## src/rtl/hazard_ctrl_mc.sv

```systemverilog
// hazard_ctrl_mc: operand forwarding, load-use / cache-miss stalls and
// redirect flush control for the 5-stage RV32 pipeline, with perf counters.
module hazard_ctrl_mc #(
    parameter int LU_CYCLES   = 1,
    parameter int FLUSH_DEPTH = 2,
    parameter int CNT_W       = 16
) (
    input  logic             clk_i,
    input  logic             rst_i,
    input  logic             regwen_mem_i,
    input  logic             regwen_wb_i,
    input  logic [31:0]      inst_ex_i,
    input  logic [31:0]      inst_mem_i,
    input  logic [31:0]      inst_wb_i,
    input  logic [1:0]       pc_taken_i,
    input  logic             icache_stall_i,
    input  logic             dcache_stall_i,
    output logic [1:0]       asel_o,
    output logic [1:0]       bsel_o,
    output logic [4:0]       stall_o,
    output logic [4:0]       flush_o,
    output logic [1:0]       state_o,
    output logic [CNT_W-1:0] stall_cnt_o,
    output logic [CNT_W-1:0] flush_cnt_o
);

    localparam logic [6:0] OP_LOAD = 7'b0000011;
    localparam int         LCW     = (LU_CYCLES > 1) ? $clog2(LU_CYCLES) : 1;
    localparam logic [LCW-1:0] LU_LOAD = LCW'(LU_CYCLES - 1);
    localparam logic [4:0] REDIR_MASK = 5'((1 << (FLUSH_DEPTH + 1)) - 2);

    typedef enum logic [1:0] {
        S_RUN   = 2'b00,
        S_LU    = 2'b01,
        S_DMISS = 2'b10
    } state_t;

    state_t           state_q;
    logic [LCW-1:0]   cnt_q;
    logic [CNT_W-1:0] stall_cnt_q;
    logic [CNT_W-1:0] flush_cnt_q;

    logic [4:0] rs1_ex;
    logic [4:0] rs2_ex;
    logic [4:0] rd_mem;
    logic [4:0] rd_wb;
    logic [6:0] op_mem;

    assign rs1_ex = inst_ex_i[19:15];
    assign rs2_ex = inst_ex_i[24:20];
    assign rd_mem = inst_mem_i[11:7];
    assign rd_wb  = inst_wb_i[11:7];
    assign op_mem = inst_mem_i[6:0];

    logic unused_bits;
    assign unused_bits = ^{inst_ex_i[31:25], inst_ex_i[14:0],
                           inst_mem_i[31:12], inst_wb_i[31:12],
                           inst_wb_i[6:0]};

    logic mem_ok;
    logic wb_ok;
    logic lu_hit;
    logic redir;
    logic lu_act;
    logic redir_fire;

    assign mem_ok = regwen_mem_i && (rd_mem != 5'd0);
    assign wb_ok  = regwen_wb_i && (rd_wb != 5'd0);
    assign lu_hit = mem_ok && (op_mem == OP_LOAD)
                    && ((rs1_ex == rd_mem) || (rs2_ex == rd_mem));
    assign redir  = (pc_taken_i == 2'b01) || (pc_taken_i == 2'b10);
    assign lu_act = ((state_q == S_RUN) && lu_hit) || (state_q == S_LU);

    always_comb begin
        asel_o = 2'b00;
        bsel_o = 2'b00;
        if (!rst_i) begin
            if (mem_ok && (rs1_ex == rd_mem)) begin
                asel_o = 2'b01;
            end else if (wb_ok && (rs1_ex == rd_wb)) begin
                asel_o = 2'b10;
            end
            if (mem_ok && (rs2_ex == rd_mem)) begin
                bsel_o = 2'b01;
            end else if (wb_ok && (rs2_ex == rd_wb)) begin
                bsel_o = 2'b10;
            end
        end
    end

    // Priority: D-miss, load-use, redirect, I-miss.
    always_comb begin
        stall_o    = 5'b00000;
        flush_o    = 5'b00000;
        redir_fire = 1'b0;
        if (!rst_i) begin
            if (dcache_stall_i) begin
                stall_o = 5'b01111;
                flush_o = 5'b10000;
            end else if (lu_act) begin
                stall_o = 5'b00111;
                flush_o = 5'b01000;
            end else if (redir) begin
                stall_o    = {4'b0000, icache_stall_i};
                flush_o    = REDIR_MASK;
                redir_fire = 1'b1;
            end else if (icache_stall_i) begin
                stall_o = 5'b00001;
                flush_o = 5'b00010;
            end
        end
    end

    always_ff @(posedge clk_i) begin
        if (rst_i) begin
            state_q     <= S_RUN;
            cnt_q       <= '0;
            stall_cnt_q <= '0;
            flush_cnt_q <= '0;
        end else begin
            if (stall_o[0] && (stall_cnt_q != '1)) begin
                stall_cnt_q <= stall_cnt_q + CNT_W'(1);
            end
            if (redir_fire && (flush_cnt_q != '1)) begin
                flush_cnt_q <= flush_cnt_q + CNT_W'(1);
            end
            unique case (state_q)
                S_RUN: begin
                    if (dcache_stall_i) begin
                        state_q <= S_DMISS;
                        cnt_q   <= '0;
                    end else if (lu_hit && (LU_CYCLES > 1)) begin
                        state_q <= S_LU;
                        cnt_q   <= LU_LOAD;
                    end
                end
                S_LU: begin
                    if (dcache_stall_i) begin
                        state_q <= S_DMISS;
                        cnt_q   <= '0;
                    end else if (cnt_q == LCW'(1)) begin
                        state_q <= S_RUN;
                        cnt_q   <= '0;
                    end else begin
                        cnt_q <= cnt_q - LCW'(1);
                    end
                end
                S_DMISS: begin
                    if (!dcache_stall_i) begin
                        state_q <= S_RUN;
                    end
                end
                default: begin
                    state_q <= S_RUN;
                    cnt_q   <= '0;
                end
            endcase
        end
    end

    assign state_o     = rst_i ? 2'b00 : state_q;
    assign stall_cnt_o = rst_i ? '0 : stall_cnt_q;
    assign flush_cnt_o = rst_i ? '0 : flush_cnt_q;

endmodule

```

## config.mk

```make
export PLATFORM = sky130hd
export DESIGN_NAME = hazard_ctrl_mc
export DESIGN_NICKNAME = d
export VERILOG_FILES = /design/src/rtl/hazard_ctrl_mc.sv
export SDC_FILE = /design/constraint.sdc
export NUM_CORES = 1
export LEC_CHECK = 0
export CAP_MARGIN = 10
export CELL_PAD_IN_SITES_DETAIL_PLACEMENT = 1
export CELL_PAD_IN_SITES_GLOBAL_PLACEMENT = 1
export CORE_MARGIN = 2
export CORE_UTILIZATION = 24
export DETAILED_ROUTE_END_ITERATION = 7
export PLACE_DENSITY_LB_ADDON = 0.1
export SLEW_MARGIN = 20
export SYNTH_ARGS = -nofsm -noshare
export SYNTH_HDL_FRONTEND = slang
export SYNTH_SLANG_ARGS = --single-unit
```

## constraint.sdc

```tcl
create_clock -name clk_i -period 2.4 [get_ports clk_i]
set_input_delay 0.48 -clock clk_i [delete_from_list [all_inputs] [get_ports clk_i]]
set_output_delay 0.48 -clock clk_i [all_outputs]
set_load 0.01 [all_outputs]
```

==> flow_summary_export.csv <==
group,metric,value,unit
layout,antenna_cells,0,
synthesis,yosys.area_share.simple,0.339,
die,dieWidth,101,um
clock_tree,cts_buffers,5,
status,status,"completed",
critical_path,worstRegToRegCells,8,
timing,clock.fmax,428,MHz
min_path,whs_endpoint,"flush_cnt_q[4]",
critical_path,startpoint_type,"input pin",
clock_tree,cts_sinks,33,
grt,grt_max_degree,29,
critical_path,r2r-start,"state_q[1]",
detailed_routing,avgViaCountPerCell,4.58,
critical_path,crit_slowest_cell,"or4_4",
detailed_routing,antenna_left,0,
timing,tns,0,ns
critical_path,critPathArrivalTime,1.86,ns
critical_path,crit_type,"input pin to output port",
layout,fin_cells,503,
detailed_routing,wl_per_cell,14.3,um
synthesis,yosysWarnings,0,
timing,finalCritPeriodShare,0.974,
synthesis,synthFlopType,"dfxtp_1",
run,cap_violations,0,
power_and_ir_drop,power_density,349,nW/um2
detailed_routing,vias,2304,
placement,gp_congestion,0.820,
power_and_ir_drop,power_frac_clock,0.340,
synthesis,syn_area_per_cell,8.27,um2
timing,finClkSkew,0.00860,ns
die,die_h,101,um
timing,final.setup.worst_slack,0.0624,ns
placement,dp.cells,489,
layout,final_common_cell,"buf_4",
detailed_routing,drc,0,
timing,setup-violations-final,0,
placement,numPortBuffers,79,
power_and_ir_drop,p_int,894,uW
layout,final_core_util,0.392,
die,dieArea,10100,um2
timing,finalMaxSlewViolations,0,
clock_tree,cts_root_buf,"clkbuf_8",
min_path,worstHoldPathType,"register to register",
synthesis,netlist_instances,271,
placement,hpwlAfterDp,5550,um
critical_path,crit_path_end_kind,"output port",
grt,grt_pass1_vias,2433,
clock_tree,clk_latency,0.29,ns
power_and_ir_drop,p_sw,358,uW
critical_path,crit_chain,"dlygate4sd2_1, or4_4, o21ai_4, nor4_4, o2111a_1, buf_2",
synthesis,synth_seq_cells,33,
grt,grt_pass1_wl,11600,um
min_path,min_delay_path_depth,1,
timing,hold_violations,0,
die,io_pins,152,
critical_path,r2r_end,"stall_cnt_q[4]",
clock_tree,clkTransAtPathRegs,0.08,ns
clock_tree,cts_tree,"done",
synthesis,synth_fa_ha_area_frac,0.0112,
clock_tree,cts.path.max_buffers,2,
layout,area_delta_synth_final,60.1,%
synthesis,synth_xor_area_frac,0.125,
synthesis,synth_seq_area_share,0.295,
critical_path,required,1.92,ns
synthesis,synth_top_family_by_area,"simple AND/OR/NAND/NOR gates",
layout,nets,497,
grt,antenna_found_initial,0,
synthesis,synth-compound-area-share,0.123,
min_path,hp-start,"flush_cnt_q[4]",
synthesis,synth_edf_count,0,
grt,grt.overflow.total,0,
critical_path,worstPathMaxFanout,2,
power_and_ir_drop,p_leak,1.47,nW
detailed_routing,drt-pass1-iter-count,4,
synthesis,synthArstFlopShare,0,
layout,layout-drive-gt1-share,0.265,
critical_path,max_stage_delay,0.55,ns
grt,grt_usage,0.143,
placement,pre_cts_ws,-0.648,ns
die,core,9150,um2
clock_tree,htreeDepth,2,
die,placementRows,35,
detailed_routing,drtIter0Drc,40,
die,start_util,0.245,
critical_path,r2r_slack,0.18,ns
detailed_routing,wl,7180,um
synthesis,ys_types,42,
timing,min_period,2.34,ns
synthesis,syn_area,2240,um2
power_and_ir_drop,swShare,0.286,
layout,final_cell_mix,"buf_4, clkdlybuf4s50_1, nor2b_1, nor2_1, dfxtp_1",
power_and_ir_drop,pwr-share-seq,0.452,
synthesis,synthMuxAreaShare,0.0597,
power_and_ir_drop,peakVddDrop,0.176,mV
clock_tree,cts_hold_buf,0,
power_and_ir_drop,pwr-share-comb,0.209,
==> stage by stage <==
step / instance area [um2] / hold slack, ns / power [mW]
after floorplan: 2250 / 0.425 / 0.684
after global placement: 3400 / 0.442 / 0.838
after detailed placement: 3400 / 0.458 / 0.840
after CTS: 3540 / 0.469 / 1.28
after global routing: 3590 / 0.505 / 1.32
final: 3590 / 0.470 / 1.25
==> sequential cells by signal (all words and copies together), names as in the netlist <==
signal       count
stall_cnt_q     16
flush_cnt_q     16
state_q          1
==> Yosys cell counts (7+ instances only) <==
library cell | number | area share
xnor2_1 | 16 | 0.062
dfxtp_1 | 33 | 0.29
nand3_1 | 9 | 0.020
buf_4 | 7 | 0.023
mux2_1 | 7 | 0.035
xor2_1 | 16 | 0.062
clkbuf_1 | 7 | 0.012
nor2_1 | 35 | 0.059
nand4_1 | 14 | 0.039
o21ai_0 | 7 | 0.016
nor2b_1 | 35 | 0.098
and3_1 | 11 | 0.031
nand2_1 | 15 | 0.025
==> worst max-delay path, delay by kind of cell <==
kind	cells	cell delay (ns)
compound gates	2	0.38
buf+inv	2	0.39
simple gates	2	0.61
==> power groups by stage <==
stage                     Sequential, mW  Clock (mW)  Combinational [mW]
after floorplan                    0.576           0               0.108
after global placement             0.579           0               0.259
after detailed placement           0.578           0               0.262
after CTS                          0.566       0.446               0.265
after global routing               0.568       0.468               0.288
final                              0.566       0.425               0.262
==> worst max-delay path by stage <==
stage                   startpoint              to  slack (ns)  cells after the start
CTS                 inst_mem_i[10]       asel_o[1]      -0.002                      6
global placement     inst_mem_i[8]      flush_o[2]       -0.65                      6
global route         inst_ex_i[24]  stall_cnt_q[4]       -0.01                      9
floorplan            inst_mem_i[9]      stall_o[0]        0.19                      6
detailed placement   inst_mem_i[8]      flush_o[2]       -0.65                      6
finish               inst_wb_i[11]       asel_o[1]        0.06                      6
==> routing by layer <==
metal | GRT usage | vias to the layer above | share of wire
met5 | 0 | - | 0
met4 | 0.0348 | 0 | 0.0090
met3 | 0.0319 | 6 | 0.057
met2 | 0.247 | 53 | 0.48
met1 | 0.180 | 1065 | 0.46
li1 | - | 1180 | -
==> final cells by class <==
type                            count  area [um2]
Clock inverter                      2        10.0
Multi-Input combinational cell    220        1590
Inverter                            4        15.0
Fill cell                        1118        5560
Clock buffer                        6        72.6
Sequential cell                    33         661
Tap cell                          111         139
Timing Repair Buffer              127        1100
==> kinds of logic after synthesis <==
| logic type | after synthesis |
|---|---|
| compound gates | 31 |
| xor+xnor | 32 |
| fa+ha+maj | 2 |
| buf+inv | 20 |
| flops | 33 |
| mux | 12 |
| other cells | 1 |
| simple gates | 140 |
==> repair_timing <==
action | in CTS | in global routing
pin swaps | 15 | 14
endpoints found under the setup margin | 36 | 24
gates resized for setup | 79 | 26
gates cloned | 0 | 0
buffers inserted | 3 | 3
(Power assumes the default switching activity.)
